File: src/rtl/axil_test_device_pkg.sv
// Shared constants and types for the AXI-Lite bring-up test device.
package axil_test_device_pkg;

    // Byte offsets within the 256-byte register window
    localparam logic [7:0] ADDR_ID           = 8'h00;
    localparam logic [7:0] ADDR_VERSION      = 8'h04;
    localparam logic [7:0] ADDR_CONTROL      = 8'h08;
    localparam logic [7:0] ADDR_CYCLES       = 8'h0C;
    localparam logic [7:0] ADDR_WRCOUNT      = 8'h10;
    localparam logic [7:0] ADDR_SCRATCH_BASE = 8'h20;

    localparam logic [1:0] RESP_OKAY   = 2'b00;
    localparam logic [1:0] RESP_SLVERR = 2'b10;

    localparam logic [31:0] UNMAPPED_RDATA = 32'hDEAD_BEEF;

    // CONTROL register fields
    localparam int CTRL_EN_BIT  = 0;
    localparam int CTRL_CLR_BIT = 1;
    localparam int CTRL_OUT_LSB = 8;

    typedef enum logic {W_IDLE, W_RESP} wstate_t;
    typedef enum logic {R_IDLE, R_DATA} rstate_t;

    // Merge new data into an existing word, one byte lane per strobe bit
    function automatic logic [31:0] apply_wstrb(input logic [31:0] old_val,
                                                input logic [31:0] new_val,
                                                input logic [3:0]  strb);
        logic [31:0] res;
        res = old_val;
        for (int b = 0; b < 4; b++) begin
            if (strb[b]) res[b*8 +: 8] = new_val[b*8 +: 8];
        end
        return res;
    endfunction

endpackage

File: src/rtl/axil_test_device_if.sv
// AXI-Lite bus bundle between the bridge (master) and the test device (slave).
interface axil_test_device_if #(
    parameter int C_AXI_ADDR_WIDTH = 32
);
    logic [C_AXI_ADDR_WIDTH-1:0] s_axi_awaddr;
    logic [2:0]                  s_axi_awprot;
    logic                        s_axi_awvalid;
    logic                        s_axi_awready;
    logic [31:0]                 s_axi_wdata;
    logic [3:0]                  s_axi_wstrb;
    logic                        s_axi_wvalid;
    logic                        s_axi_wready;
    logic [1:0]                  s_axi_bresp;
    logic                        s_axi_bvalid;
    logic                        s_axi_bready;
    logic [C_AXI_ADDR_WIDTH-1:0] s_axi_araddr;
    logic [2:0]                  s_axi_arprot;
    logic                        s_axi_arvalid;
    logic                        s_axi_arready;
    logic [31:0]                 s_axi_rdata;
    logic [1:0]                  s_axi_rresp;
    logic                        s_axi_rvalid;
    logic                        s_axi_rready;

    modport slave (
        input  s_axi_awaddr, s_axi_awprot, s_axi_awvalid,
        output s_axi_awready,
        input  s_axi_wdata, s_axi_wstrb, s_axi_wvalid,
        output s_axi_wready,
        output s_axi_bresp, s_axi_bvalid,
        input  s_axi_bready,
        input  s_axi_araddr, s_axi_arprot, s_axi_arvalid,
        output s_axi_arready,
        output s_axi_rdata, s_axi_rresp, s_axi_rvalid,
        input  s_axi_rready
    );

    modport master (
        output s_axi_awaddr, s_axi_awprot, s_axi_awvalid,
        input  s_axi_awready,
        output s_axi_wdata, s_axi_wstrb, s_axi_wvalid,
        input  s_axi_wready,
        input  s_axi_bresp, s_axi_bvalid,
        output s_axi_bready,
        output s_axi_araddr, s_axi_arprot, s_axi_arvalid,
        input  s_axi_arready,
        input  s_axi_rdata, s_axi_rresp, s_axi_rvalid,
        output s_axi_rready
    );
endinterface

File: src/rtl/axil_test_regfile.sv
// Register bank: address decode, byte-strobed writes, read mux and counters.
module axil_test_regfile
    import axil_test_device_pkg::*;
#(
    parameter int          NUM_SCRATCH = 4,
    parameter logic [31:0] DEVICE_ID   = 32'h4E54_4431,
    parameter logic [31:0] VERSION     = 32'h0001_0000
) (
    input  logic        clk,
    input  logic        rst,
    input  logic        wr_en,
    input  logic [5:0]  wr_word,
    input  logic [31:0] wr_data,
    input  logic [3:0]  wr_strb,
    output logic        wr_err,
    input  logic [5:0]  rd_word,
    output logic [31:0] rd_data,
    output logic        rd_err,
    output logic [7:0]  ctrl_out
);
    logic [7:0]  wr_off;
    logic [7:0]  rd_off;
    logic        cnt_en;
    logic [31:0] cycles;
    logic [31:0] wrcount;
    logic [31:0] scratch [NUM_SCRATCH];
    logic        ctrl_wr;

    function automatic logic is_mapped(input logic [7:0] off);
        logic hit;
        hit = (off == ADDR_ID) || (off == ADDR_VERSION) || (off == ADDR_CONTROL) ||
              (off == ADDR_CYCLES) || (off == ADDR_WRCOUNT);
        for (int i = 0; i < NUM_SCRATCH; i++) begin
            if (off == ADDR_SCRATCH_BASE + 8'(4 * i)) hit = 1'b1;
        end
        return hit;
    endfunction

    assign wr_off  = {wr_word, 2'b00};
    assign rd_off  = {rd_word, 2'b00};
    assign wr_err  = !is_mapped(wr_off);
    assign ctrl_wr = wr_en && (wr_off == ADDR_CONTROL);

    // CONTROL fields, cycle counter (clear beats enable) and OKAY-write counter
    always_ff @(posedge clk or posedge rst) begin
        if (rst) begin
            cnt_en   <= 1'b0;
            ctrl_out <= 8'h00;
            cycles   <= 32'h0;
            wrcount  <= 32'h0;
        end else begin
            if (ctrl_wr && wr_strb[0] && wr_data[CTRL_CLR_BIT]) cycles <= 32'h0;
            else if (cnt_en)                                    cycles <= cycles + 32'h1;
            if (ctrl_wr && wr_strb[0]) cnt_en   <= wr_data[CTRL_EN_BIT];
            if (ctrl_wr && wr_strb[1]) ctrl_out <= wr_data[CTRL_OUT_LSB +: 8];
            if (wr_en && !wr_err) wrcount <= wrcount + 32'h1;
        end
    end

    // Scratch registers, written per byte lane
    always_ff @(posedge clk or posedge rst) begin
        if (rst) begin
            for (int i = 0; i < NUM_SCRATCH; i++) scratch[i] <= 32'h0;
        end else begin
            for (int i = 0; i < NUM_SCRATCH; i++) begin
                if (wr_en && wr_off == ADDR_SCRATCH_BASE + 8'(4 * i))
                    scratch[i] <= apply_wstrb(scratch[i], wr_data, wr_strb);
            end
        end
    end

    // Read mux over current register values; unmapped offsets return the marker word
    always_comb begin
        rd_data = UNMAPPED_RDATA;
        rd_err  = 1'b1;
        case (rd_off)
            ADDR_ID:      begin rd_data = DEVICE_ID; rd_err = 1'b0; end
            ADDR_VERSION: begin rd_data = VERSION;   rd_err = 1'b0; end
            ADDR_CONTROL: begin rd_data = {16'h0, ctrl_out, 7'h0, cnt_en}; rd_err = 1'b0; end
            ADDR_CYCLES:  begin rd_data = cycles;    rd_err = 1'b0; end
            ADDR_WRCOUNT: begin rd_data = wrcount;   rd_err = 1'b0; end
            default: begin
                for (int i = 0; i < NUM_SCRATCH; i++) begin
                    if (rd_off == ADDR_SCRATCH_BASE + 8'(4 * i)) begin
                        rd_data = scratch[i];
                        rd_err  = 1'b0;
                    end
                end
            end
        endcase
    end
endmodule

File: src/rtl/axil_test_device.sv
// AXI-Lite test slave: independent write and read channel FSMs around the register bank.
module axil_test_device
    import axil_test_device_pkg::*;
#(
    parameter int          C_AXI_ADDR_WIDTH = 32,
    parameter int          NUM_SCRATCH      = 4,
    parameter logic [31:0] DEVICE_ID        = 32'h4E54_4431,
    parameter logic [31:0] VERSION          = 32'h0001_0000
) (
    input  logic                  clk_i,
    input  logic                  rstn_i,
    axil_test_device_if.slave     bus,
    output logic [7:0]            ctrl_o
);
    wstate_t     w_state, w_state_n;
    rstate_t     r_state, r_state_n;
    logic        aw_held, aw_held_n, w_held, w_held_n;
    logic        awready_q, awready_n, wready_q, wready_n;
    logic        bvalid_q, bvalid_n;
    logic [1:0]  bresp_q, bresp_n;
    logic        arready_q, arready_n, rvalid_q, rvalid_n;
    logic [31:0] rdata_q, rdata_n;
    logic [1:0]  rresp_q, rresp_n;
    logic [5:0]  aw_word;
    logic [31:0] wdata_q;
    logic [3:0]  wstrb_q;
    logic        aw_hs, w_hs, ar_hs, wr_en, wr_err, rd_err;
    logic [31:0] rd_data;
    logic        unused_bits;

    assign unused_bits = &{1'b0, bus.s_axi_awprot, bus.s_axi_arprot,
                           bus.s_axi_awaddr[C_AXI_ADDR_WIDTH-1:8], bus.s_axi_awaddr[1:0],
                           bus.s_axi_araddr[C_AXI_ADDR_WIDTH-1:8], bus.s_axi_araddr[1:0]};

    assign aw_hs = bus.s_axi_awvalid && awready_q;
    assign w_hs  = bus.s_axi_wvalid  && wready_q;
    assign ar_hs = bus.s_axi_arvalid && arready_q;

    assign bus.s_axi_awready = awready_q;
    assign bus.s_axi_wready  = wready_q;
    assign bus.s_axi_bvalid  = bvalid_q;
    assign bus.s_axi_bresp   = bresp_q;
    assign bus.s_axi_arready = arready_q;
    assign bus.s_axi_rvalid  = rvalid_q;
    assign bus.s_axi_rdata   = rdata_q;
    assign bus.s_axi_rresp   = rresp_q;

    axil_test_regfile #(
        .NUM_SCRATCH (NUM_SCRATCH),
        .DEVICE_ID   (DEVICE_ID),
        .VERSION     (VERSION)
    ) u_regs (
        .clk      (clk_i),
        .rst      (rstn_i),
        .wr_en    (wr_en),
        .wr_word  (aw_word),
        .wr_data  (wdata_q),
        .wr_strb  (wstrb_q),
        .wr_err   (wr_err),
        .rd_word  (bus.s_axi_araddr[7:2]),
        .rd_data  (rd_data),
        .rd_err   (rd_err),
        .ctrl_out (ctrl_o)
    );

    // Capture address and data beats as they are accepted; validity lives in aw_held/w_held
    always_ff @(posedge clk_i) begin
        if (aw_hs) aw_word <= bus.s_axi_awaddr[7:2];
        if (w_hs) begin
            wdata_q <= bus.s_axi_wdata;
            wstrb_q <= bus.s_axi_wstrb;
        end
    end

    // Write channel state and registered handshake outputs
    always_ff @(posedge clk_i or posedge rstn_i) begin
        if (rstn_i) begin
            w_state   <= W_IDLE;
            aw_held   <= 1'b0;
            w_held    <= 1'b0;
            awready_q <= 1'b0;
            wready_q  <= 1'b0;
            bvalid_q  <= 1'b0;
            bresp_q   <= RESP_OKAY;
        end else begin
            w_state   <= w_state_n;
            aw_held   <= aw_held_n;
            w_held    <= w_held_n;
            awready_q <= awready_n;
            wready_q  <= wready_n;
            bvalid_q  <= bvalid_n;
            bresp_q   <= bresp_n;
        end
    end

    // Write channel: collect AW and W in any order, commit once both are held, then respond
    always_comb begin
        w_state_n = w_state;
        aw_held_n = aw_held || aw_hs;
        w_held_n  = w_held  || w_hs;
        awready_n = awready_q;
        wready_n  = wready_q;
        bvalid_n  = bvalid_q;
        bresp_n   = bresp_q;
        wr_en     = 1'b0;
        case (w_state)
            W_IDLE: begin
                if (aw_held && w_held) begin
                    wr_en     = 1'b1;
                    w_state_n = W_RESP;
                    bvalid_n  = 1'b1;
                    bresp_n   = wr_err ? RESP_SLVERR : RESP_OKAY;
                    aw_held_n = 1'b0;
                    w_held_n  = 1'b0;
                    awready_n = 1'b0;
                    wready_n  = 1'b0;
                end else begin
                    awready_n = !aw_held_n;
                    wready_n  = !w_held_n;
                end
            end
            W_RESP: begin
                if (bus.s_axi_bready) begin
                    w_state_n = W_IDLE;
                    bvalid_n  = 1'b0;
                    awready_n = 1'b1;
                    wready_n  = 1'b1;
                end
            end
            default: w_state_n = W_IDLE;
        endcase
    end

    // Read channel state and registered response
    always_ff @(posedge clk_i or posedge rstn_i) begin
        if (rstn_i) begin
            r_state   <= R_IDLE;
            arready_q <= 1'b0;
            rvalid_q  <= 1'b0;
            rdata_q   <= 32'h0;
            rresp_q   <= RESP_OKAY;
        end else begin
            r_state   <= r_state_n;
            arready_q <= arready_n;
            rvalid_q  <= rvalid_n;
            rdata_q   <= rdata_n;
            rresp_q   <= rresp_n;
        end
    end

    // Read channel: sample the register bank on the AR handshake, hold until rready
    always_comb begin
        r_state_n = r_state;
        arready_n = arready_q;
        rvalid_n  = rvalid_q;
        rdata_n   = rdata_q;
        rresp_n   = rresp_q;
        case (r_state)
            R_IDLE: begin
                arready_n = 1'b1;
                if (ar_hs) begin
                    r_state_n = R_DATA;
                    arready_n = 1'b0;
                    rvalid_n  = 1'b1;
                    rdata_n   = rd_data;
                    rresp_n   = rd_err ? RESP_SLVERR : RESP_OKAY;
                end
            end
            R_DATA: begin
                if (bus.s_axi_rready) begin
                    r_state_n = R_IDLE;
                    rvalid_n  = 1'b0;
                    arready_n = 1'b1;
                end
            end
            default: r_state_n = R_IDLE;
        endcase
    end
endmodule

File: src/flat_wrapper.sv
// flat-port wrapper written by rule: the top's interface ports become plain ports
module axil_test_device_flat import axil_test_device_pkg::*;
#(
    parameter int          C_AXI_ADDR_WIDTH = 32,
    parameter int          NUM_SCRATCH      = 4,
    parameter logic [31:0] DEVICE_ID        = 32'h4E54_4431,
    parameter logic [31:0] VERSION          = 32'h0001_0000
)
  (clk_i, rstn_i, ctrl_o, bus_s_axi_awaddr, bus_s_axi_awprot, bus_s_axi_awvalid, bus_s_axi_awready, bus_s_axi_wdata, bus_s_axi_wstrb, bus_s_axi_wvalid, bus_s_axi_wready, bus_s_axi_bresp, bus_s_axi_bvalid, bus_s_axi_bready, bus_s_axi_araddr, bus_s_axi_arprot, bus_s_axi_arvalid, bus_s_axi_arready, bus_s_axi_rdata, bus_s_axi_rresp, bus_s_axi_rvalid, bus_s_axi_rready);
  axil_test_device_if #(.C_AXI_ADDR_WIDTH(C_AXI_ADDR_WIDTH)) bus_i ();
  input  logic clk_i;
  input  logic rstn_i;
  output logic [7:0] ctrl_o;
  input wire logic [$bits(bus_i.s_axi_awaddr)-1:0] bus_s_axi_awaddr;
  input wire logic [$bits(bus_i.s_axi_awprot)-1:0] bus_s_axi_awprot;
  input wire logic [$bits(bus_i.s_axi_awvalid)-1:0] bus_s_axi_awvalid;
  output wire logic [$bits(bus_i.s_axi_awready)-1:0] bus_s_axi_awready;
  input wire logic [$bits(bus_i.s_axi_wdata)-1:0] bus_s_axi_wdata;
  input wire logic [$bits(bus_i.s_axi_wstrb)-1:0] bus_s_axi_wstrb;
  input wire logic [$bits(bus_i.s_axi_wvalid)-1:0] bus_s_axi_wvalid;
  output wire logic [$bits(bus_i.s_axi_wready)-1:0] bus_s_axi_wready;
  output wire logic [$bits(bus_i.s_axi_bresp)-1:0] bus_s_axi_bresp;
  output wire logic [$bits(bus_i.s_axi_bvalid)-1:0] bus_s_axi_bvalid;
  input wire logic [$bits(bus_i.s_axi_bready)-1:0] bus_s_axi_bready;
  input wire logic [$bits(bus_i.s_axi_araddr)-1:0] bus_s_axi_araddr;
  input wire logic [$bits(bus_i.s_axi_arprot)-1:0] bus_s_axi_arprot;
  input wire logic [$bits(bus_i.s_axi_arvalid)-1:0] bus_s_axi_arvalid;
  output wire logic [$bits(bus_i.s_axi_arready)-1:0] bus_s_axi_arready;
  output wire logic [$bits(bus_i.s_axi_rdata)-1:0] bus_s_axi_rdata;
  output wire logic [$bits(bus_i.s_axi_rresp)-1:0] bus_s_axi_rresp;
  output wire logic [$bits(bus_i.s_axi_rvalid)-1:0] bus_s_axi_rvalid;
  input wire logic [$bits(bus_i.s_axi_rready)-1:0] bus_s_axi_rready;
  assign bus_i.s_axi_awaddr = bus_s_axi_awaddr;
  assign bus_i.s_axi_awprot = bus_s_axi_awprot;
  assign bus_i.s_axi_awvalid = bus_s_axi_awvalid;
  assign bus_s_axi_awready = bus_i.s_axi_awready;
  assign bus_i.s_axi_wdata = bus_s_axi_wdata;
  assign bus_i.s_axi_wstrb = bus_s_axi_wstrb;
  assign bus_i.s_axi_wvalid = bus_s_axi_wvalid;
  assign bus_s_axi_wready = bus_i.s_axi_wready;
  assign bus_s_axi_bresp = bus_i.s_axi_bresp;
  assign bus_s_axi_bvalid = bus_i.s_axi_bvalid;
  assign bus_i.s_axi_bready = bus_s_axi_bready;
  assign bus_i.s_axi_araddr = bus_s_axi_araddr;
  assign bus_i.s_axi_arprot = bus_s_axi_arprot;
  assign bus_i.s_axi_arvalid = bus_s_axi_arvalid;
  assign bus_s_axi_arready = bus_i.s_axi_arready;
  assign bus_s_axi_rdata = bus_i.s_axi_rdata;
  assign bus_s_axi_rresp = bus_i.s_axi_rresp;
  assign bus_s_axi_rvalid = bus_i.s_axi_rvalid;
  assign bus_i.s_axi_rready = bus_s_axi_rready;
  axil_test_device #(.C_AXI_ADDR_WIDTH(C_AXI_ADDR_WIDTH), .NUM_SCRATCH(NUM_SCRATCH), .DEVICE_ID(DEVICE_ID), .VERSION(VERSION)) u_core (.clk_i(clk_i), .rstn_i(rstn_i), .bus(bus_i), .ctrl_o(ctrl_o));
endmodule
File: config.mk
export PLATFORM = sky130hd
export DESIGN_NAME = axil_test_device_flat
export DESIGN_NICKNAME = d
export VERILOG_FILES = /design/src/rtl/axil_test_device_pkg.sv /design/src/rtl/axil_test_device_if.sv /design/src/rtl/axil_test_regfile.sv /design/src/rtl/axil_test_device.sv /design/src/flat_wrapper.sv
export SDC_FILE = /design/constraint.sdc
export NUM_CORES = 1
export LEC_CHECK = 0
export ABC_AREA = 1
export BUFFER_PORTS_ARGS = -buffer_cell sky130_fd_sc_hd__buf_4
export CAP_MARGIN = 20
export CORE_MARGIN = 5
export CORE_UTILIZATION = 39
export DETAILED_ROUTE_END_ITERATION = 10
export GPL_ROUTABILITY_DRIVEN = 0
export REMOVE_ABC_BUFFERS = 1
export SLEW_MARGIN = 20
export SYNTH_ARGS = -nofsm -noshare
export SYNTH_HDL_FRONTEND = slang
export SYNTH_SLANG_ARGS = --single-unit
export TNS_END_PERCENT = 30
File: constraint.sdc
create_clock -name clk_i -period 7 [get_ports clk_i]
set_input_delay 0.35 -clock clk_i [delete_from_list [all_inputs] [get_ports clk_i]]
set_output_delay 0.35 -clock clk_i [all_outputs]
set_load 0.05 [all_outputs]
* After elaboration in Yosys (flattened, before gate mapping)
Cells that the tools add are included.
** Operators by class
- $add $sub $neg :: 2
- Equal/unequal tests :: 20
- Muxes and demuxes :: 43
- Bitwise operators :: 2
- Reduce and logical (&&, ||, !) cells :: 45
** Operator list (count)
- 2-to-1 mux 32 bit :: 6
- case mux 32 bit (5 select lines) :: 1
- adder 32 x 1 -> 32 bit, second input constant :: 2
- == test 6 x 4 -> 1 bit, second input constant :: 8
- AND reduction 2 bit :: 20
- 2-to-1 mux 1 bit :: 27
- == test 6 x 2 -> 1 bit, second input constant :: 4
- zero test 8 bit :: 2
- case mux 1 bit (2 select lines) :: 7
- logical AND 1 bit :: 13
- == test 6 x 1 -> 1 bit, second input constant :: 2
- == test 6 x 3 -> 1 bit, second input constant :: 2
- logical OR 1 bit :: 6
- OR reduction 5 bit :: 1
- 2-to-1 mux 2 bit :: 2
- != test 2 x 1 -> 1 bit, second input constant :: 2
- != test 2 bit, second input constant :: 2
- zero test 1 bit :: 2
- inverter 1 bit :: 2
- nonzero test 2 bit :: 1
** Word-level totals
- Register bits :: 288
- Input bits :: 113
- Word-level logic and storage cells :: 147

* Depth between registers and ports, before layout
Gate-level depths: netlist of run 1.
- Depth after elaboration :: 10
- Depth in mapped cells :: 11

* Hierarchy
From an unflattened synthesis of run 1, not the netlist that was laid out.
** Second synthesis, totals
- Cell total of the unflattened synthesis :: 1776
- Area total of the unflattened synthesis :: 14103.5 um^2
** Modules (own cells, without submodules)
- axil_test_regfile :: times used 1, cells an instance 1531, area an instance 11015.6 um^2, seq. area each 5029.8 um^2
- axil_test_device :: times used 1, cells an instance 245, area an instance 3088.0 um^2, seq. area each 2337.2 um^2

* Least setup slack after synthesis of run 1
OpenSTA, ideal clock, no wires.
- Path type :: register -> register
- Start :: register u_core.wready_q, in the netlist u_core.bus.s_axi_wready
- End :: register u_core.wready_q, in the netlist u_core.bus.s_axi_wready
- Arrival :: 1.746 ns
- Required time :: 6.880 ns
- Slack :: 5.134 ns
- Cell stages (with the launch flop) :: 6
- Path buffers :: 0
- Path through :: dfrtp_1 > nand2_1 > inv_1 > o21ai_0 > o21ai_0 > inv_1
** Between the ends
- Longest elaborated chain between the ends :: 5
** Ends and longest elaborated chain
- start: declaration :: line axil_test_device.sv:18 : logic awready_q, awready_n, wready_q, wready_n;
- start signal: assignment :: line axil_test_device.sv:90 : wready_q <= wready_n;
- logical AND 1 bit :: line axil_test_device.sv:36 : assign w_hs = bus.s_axi_wvalid && wready_q;
- net u_core.w_hs :: line axil_test_device.sv:27 : logic aw_hs, w_hs, ar_hs, wr_en, wr_err, rd_err;
- logical OR 1 bit :: line axil_test_device.sv:100 : w_held_n = w_held || w_hs;
- zero test 1 bit :: line axil_test_device.sv:119 : wready_n = !w_held_n;
- 2-to-1 mux 1 bit :: line axil_test_device.sv:108 : if (aw_held && w_held) begin
- case mux 1 bit (2 select lines) :: line axil_test_device.sv:106 : case (w_state)
The timed path passes the listed nets, and every way through them passes these cells.
A chain may end at the register's enable or synchronous reset.

* Worst setup path after layout of run 1
- Start :: register u_core.r_state
- End :: register u_core.rdata_q[24], in the netlist u_core.bus.s_axi_rdata[24]
** Between the ends
- Longest elaborated chain between the ends :: 2
** Ends and longest elaborated chain
- start: declaration :: line axil_test_device.sv:16 : rstate_t r_state, r_state_n;
- start signal: assignment :: line axil_test_device.sv:143 : r_state <= r_state_n;
- inverter 1 bit (no line)
- AND reduction 2 bit (no line)
- end signal: assignment :: line axil_test_device.sv:146 : rdata_q <= rdata_n;
- end: declaration :: line axil_test_device.sv:22 : logic [31:0] rdata_q, rdata_n;
Every way passes these cells.

==> reports/results.txt, run 1 <==
relative slew slack: 0.2997
RSZ-0062 raised after global routing: false
hold path startpoint: bus_s_axi_bready
root buffer cell: clkbuf_16
fin. max-slew vios: 0
# hold bufs at CTS: 44
Hold WC Path Type: input port to register
Starting Density: 0.3932
dpl cells: 2259
worst path required time: 7.48 ns
IO Count: 162
vias in the first global route: 11410
final worst path period need: 2.706 ns
nets@finish: 1990
pwr dens: 299.8 nW/um2
vias per cell: 5.013
Final Power: 4.912 mW
TritonCTS clock tree: done
die height: 199.2 um
Inserted Clock Buffers: 31
wire per inst: 16.82 um
setup bufs post-CTS: 0
diode count: 0
#FFs+latches synth: 286
Max Cap Viol: 0
R2R setup slack: 4.29 ns
Clk Latency, worst-skew pair: 0.59 ns
initial drt markers: 1058
peak supply drop: 0.2295 mV
met2 wire len: 18580 um
CP endpoint kind: register
clock share of power: 0.312
DRC viols: 0
fin cells: 2358
Setup crit start kind: register
Psw: 1.703 mW
WS Path Type: register to register
Hold WS: 0.03305 ns
detailed placement HPWL: 26780 um
Die Area: 39660 um2
Worst Path Arrival: 3.19 ns
final hold violation count: 0
Clock Pin Slew Worst Setup and Hold Paths: 0.06 ns
worst slew pin tran: 1.048 ns
Gate power share: 0.244
asr flop ratio synth: 0.8531
Internal Power: 3.209 mW
vias: 11820
synth warn: 0
drt total wl: 39660 um
Tcrit/Tclk final: 0.3865
post-synthesis sequential area ratio: 0.5280
met1 wire length: 17850 um
site row count: 69
crit-path max FO: 47
post-synthesis cell count: 1751
status: finished clean
switch share: 0.3468
gr ovfl total: 0
Worst Skew: 0.01591 ns
GRT Resource Usage Total: 0.2009
fmax: 0.3696 GHz
Seq pwr share: 0.444
1st-pass router iterations: 5
syn_area_per_cell: 7.969 um2
fin util: 0.4618
port bufs: 101
first-pass GRT wire length: 63210 um
initial antenna violation count: 0
post_cts resized: 0
met3 wire len: 2277 um
total clock sinks: 286
Die W: 199.2 um
most common cell after layout, fill and taps aside: nand2_1
synth unique cells: 37
crit path from: u_core.r_state
synthesized area: 13950 um2
leakage: 7.381 nW
CORE AREA: 35480 um2
EDFF count, synth: 42
Synth-to-Final Area Change: 17.42%
Post-synth top flop: dfrtp_1
most frequent cells in the layout: 537 x nand2_1, 273 x nor2_1, 244 x dfrtp_1, 153 x o21ai_0, 135 x inv_1
highest metal used: met4
r2r startpoint: u_core.r_state
largest net degree at the start of global routing: 156
H-tree depth: 1
layout cell share with drive strength beyond 1: 0.09541
antenna viol nets, final: 0
setup violators final: 0
clk buf depth: 3
-- metrics by stage --
stage	TNS [ns]	setup slack, ns	area, um2
3_5_place_dp	0	4.030	15020
6_report	0	4.294	16380
4_1_cts	0	4.285	16380
5_1_grt	0	4.114	16380
2_1_floorplan	-12.57	-0.05152	13590
3_3_place_gp	0	4.095	15020
-- layout make-up --
cell class	count	area (um2)
Inverter	144	548.0
Multi-Input combinational cell	1258	5689
Clock inverter	3	30.03
Timing Repair Buffer	154	1279
Tap cell	461	576.8
Fill cell	3536	19100
Sequential cell	286	7367
Clock buffer	52	894.6
-- synth_stat cells (14+ instances only) --
master	instances	area [um2]
nand4_1	62	387.9
inv_1	137	514.2
nand3_1	95	475.5
o21ai_0	153	765.7
nor2_1	274	1028
edfxtp_1	42	1261
xor2_1	15	131.4
dfrtp_1	244	6106
nand2_1	537	2016
buf_2	33	165.2
clkbuf_1	14	52.55
a21oi_1	21	105.1
nand3b_1	37	277.8
-- layer usage --
metal  global-route usage  vias to the layer above
li1                     -                     5876
met1               0.2837                     5558
met2               0.3254                      321
met3              0.03507                       65
met4              0.04737                        0
met5                    0                        -
-- path summary, 6_finish.rpt --
path / endpoint / cells after the start
worst min-delay path: u_core.bus.s_axi_bvalid / 4
worst max-delay path: u_core.bus.s_axi_rdata[24] / 7
min in group asynchronous: u_core.bus.s_axi_rdata[9] / 3
worst max register to register: u_core.bus.s_axi_rdata[24] / 7
max in group asynchronous: u_core.u_regs.scratch[58] / 4
worst min register to register: u_core.bus.s_axi_rvalid / 1
-- worst max-delay path, cell delays in order, from the launching register on --
cell,delay (ns)
dfrtp_1,0.37
inv_1,0.07
nand3_1,0.71
clkinv_1,0.22
buf_4,0.55
nand3_1,0.34
nor2_1,0.25
nor2_1,0.06
-- sequential cells by signal (all words and copies together), names as in the netlist, 4 cells and up --
register,cells
u_core.u_regs.scratch,128
u_core.u_regs.cycles,32
u_core.u_regs.ctrl_out,8
u_core.aw_word,6
u_core.wstrb_q,4
u_core.u_regs.wrcount,32
u_core.wdata_q,32
u_core.bus.s_axi_rdata,32
-- cells by family after synthesis --
group,share of synthesized area
adders and majority gates,0.001793
xor gates and xnor gates,0.01569
buffers and inverters,0.06510
AOI/OAI and AO/OA,0.06994
and+or+nand+nor,0.3192
other,0.0002688
DFF,0.5280
-- power by group through the flow --
stage,logic (mW),clock network [mW],registers (mW)
after floorplan,0.432,0,2.53
after global placement,1.17,0,2.20
after detailed placement,1.19,0,2.21
after CTS,1.21,1.57,2.18
after global routing,1.31,1.64,2.21
final,1.20,1.53,2.18
Note: power is estimated with default switching activity, not from simulation.
==> run 2, diff against run 1 <==
clock period = 2.45 ns   (was 7 ns; I/O delays follow)
==> run 2 against run 1 <==
Compared with the run above:
- clock power grew to 3.3 times the previous value
- via count up 2.0%
- clock skew up 0.0019 ns
- maximum frequency increased by 37%
- sequential power grew to 2.9 times the previous value
- sequential share of layout area fell by 1.1 points
- combinational power grew to 2.9 times the previous value
- register-to-register slack worse by 3.8 ns
- core utilization up 1.1 points
- cell area grew 2.5%
==> reports/results.txt, run 2 (same netlist as run 1, synthesis figures left out) <==
GRT Resource Usage Total: 0.2027 (+0.001810)
CORE AREA: 35480 um2 (unchanged)
pwr dens: 877.4 nW/um2 (+190%)
Starting Density: 0.3932 (unchanged)
clk buf depth: 3 (unchanged)
relative slew slack: 0.5650 (+0.2654)
leakage: 7.595 nW (+2.9%)
fin. max-slew vios: 0 (unchanged)
peak supply drop: 0.6589 mV (+190%)
status: finished clean
filler cell count: 3446 (-2.5%)
drt total wl: 39920 um (+0.66%)
Final Instance Area: 16790 um2 (+2.5%)
hold path startpoint: bus_s_axi_awvalid
Gate power share: 0.238 (-0.006)
antenna viol nets, final: 0 (unchanged)
gr ovfl total: 0 (unchanged)
Worst Hold End: u_core.aw_word[2]
Inserted Clock Buffers: 34 (+9.7%)
R2R setup slack: 0.47 ns (-3.82 ns)
dpl cell area: 15240 um2 (+1.4%)
Clk Latency, worst-skew pair: 0.53 ns (-0.06 ns)
Setup WS post-layout: 0.4716 ns (-3.823 ns)
site row count: 69 (unchanged)
total clock sinks: 286 (unchanged)
clock share of power: 0.339 (+0.027)
largest net degree at the start of global routing: 67 (-57%)
Worst Skew: 0.01785 ns (+0.001945 ns)
dpl cells: 2282 (+1.0%)
vias in the first global route: 11610 (+1.8%)
crit-path max FO: 16 (-66%)
IO Count: 162 (unchanged)
largest reg by FF count: u_core.u_regs.scratch
R2R Path End: u_core.u_regs.scratch[51]
fin util: 0.4731 (+0.01139)
Critical Path Most Common Cell: nand2_1
1st-pass router iterations: 5 (unchanged)
Synth-to-Final Area Change: 20.32%
R2R cell count: 5 (-2)
Setup TNS: 0 ns (unchanged)
post_cts resized: 0 (unchanged)
layout cell share with drive strength beyond 1: 0.1095 (+0.01408)
Psw: 5.031 mW (+200%)
Hold WS: 0.08592 ns (+0.05287 ns)
detailed placement HPWL: 27410 um (+2.3%)
Largest register FFs: 128 (unchanged)
Setup WS pre-CTS: 0.5171 ns (-3.513 ns)
# hold bufs at CTS: 45 (+2.3%)
final worst path period need: 1.978 ns (-0.7273 ns)
switch share: 0.3415 (-0.005232)
nets@finish: 2017 (+1.4%)
final hold violation count: 0 (unchanged)
most common cell after layout, fill and taps aside: nand2_1
vias per cell: 5.049 (+0.72%)
root buffer cell: clkbuf_16
H-tree depth: 2 (+1)
worst slew pin tran: 0.6506 ns (-0.3974 ns)
Max Cap Viol: 0 (unchanged)
Clock Pin Slew Worst Setup and Hold Paths: 0.06 ns (about the same)
Hold WC Path Type: input port to register
WHS Path Cells: 3 (-1)
fin cells: 2388 (+1.3%)
worst path required time: 2.87 ns (-4.61 ns)
fmax: 0.5055 GHz (+37%)
first-pass GRT wire length: 63920 um (+1.1%)
most frequent cells in the layout: 537 x nand2_1, 273 x nor2_1, 244 x dfrtp_1, 153 x o21ai_0, 135 x inv_1
Tcrit/Tclk final: 0.8075 (+0.4210)
Worst Path Arrival: 2.40 ns (-0.79 ns)
diode count: 0 (unchanged)
port bufs: 101 (unchanged)
Setup crit start kind: register
initial antenna violation count: 0 (unchanged)
r2r startpoint: u_core.aw_word[0]
setup violators final: 0 (unchanged)
DRC viols: 0 (unchanged)
CP max stage delay: 0.47 ns (-0.24 ns)
Final Power: 14.73 mW (+200%)
Die W: 199.2 um (unchanged)
Seq pwr share: 0.423 (-0.021)
Internal Power: 9.700 mW (+200%)
WS Path Type: register to register
TritonCTS clock tree: done
Die Area: 39660 um2 (unchanged)
setup bufs post-CTS: 0 (unchanged)
die height: 199.2 um (unchanged)
wire per inst: 16.72 um (-0.61%)
Worst path slowest cell: nand2_1
CP endpoint kind: register
initial drt markers: 919 (-13%)
vias: 12060 (+2.0%)
crit-path cells: inv_1, nand2_1, nor3_2, nand2_1, o21ai_0
RSZ-0062 raised after global routing: false
## run 2: cell types whose count changed in the layout (fill, tap and decap cells not counted)
cell,previous run,this run
inv_6,0,1
clkbuf_1,17,13
nor2_4,4,3
bufinv_16,0,2
nor2_2,10,11
buf_12,1,5
clkinv_4,0,1
clkinv_1,2,5
clkinv_16,0,1
clkbuf_8,4,2
dlygate4sd3_1,44,45
buf_4,109,128
clkbuf_16,31,35
## run 2: cell type report
type                    count  area (um2)  share of cell area
flip-flops and latches    286        7367              0.4388
multi-input cells        1258        5684              0.3386
repair buffers            178        1511             0.09003
clock buffers              50       952.2             0.05671
well taps                 461       576.8             0.03436
inverters                 144       548.0             0.03264
clock inverters            11       148.9            0.008869
## run 2: power groups by stage
stage               Clock (mW)  Sequential (mW)  Combinational, mW
floorplan                    0             7.22               1.23
global placement             0             6.28               3.43
detailed placement           0             6.30               3.48
CTS                       5.11             6.23               3.54
global route              5.32             6.32               3.84
finish                    5.00             6.23               3.50
## run 2: worst max-delay path, delay by kind of cell (launching register included)
family,cells,cell delay [ns]
AO/OA/AOI/OAI,1,0.32
buffers and inverters,1,0.19
flip-flops,1,0.36
AND/OR/NAND/NOR,3,1.00
## run 2: metal layers
metal	vias to the layer above	share of wire	global-route usage
met4	0	0.021	0.05066
met5	-	0	0
met2	321	0.47	0.3326
met3	67	0.053	0.03507
met1	5729	0.45	0.2815
li1	5940	-	-
## run 2: worst max-delay path by stage
stage | from | to | slack [ns] | cells after the start
2_1_floorplan | rstn_i | u_core.aw_held | -4.37 | 1
3_3_place_gp | u_core.w_state | u_core.u_regs.scratch[77] | 0.57 | 6
3_5_place_dp | u_core.w_state | u_core.u_regs.scratch[75] | 0.52 | 5
4_1_cts | u_core.w_state | u_core.u_regs.scratch[79] | 0.49 | 5
5_1_grt | u_core.u_regs.cycles[1] | u_core.u_regs.cycles[22] | 0.28 | 9
6_report | u_core.aw_word[0] | u_core.u_regs.scratch[51] | 0.47 | 5
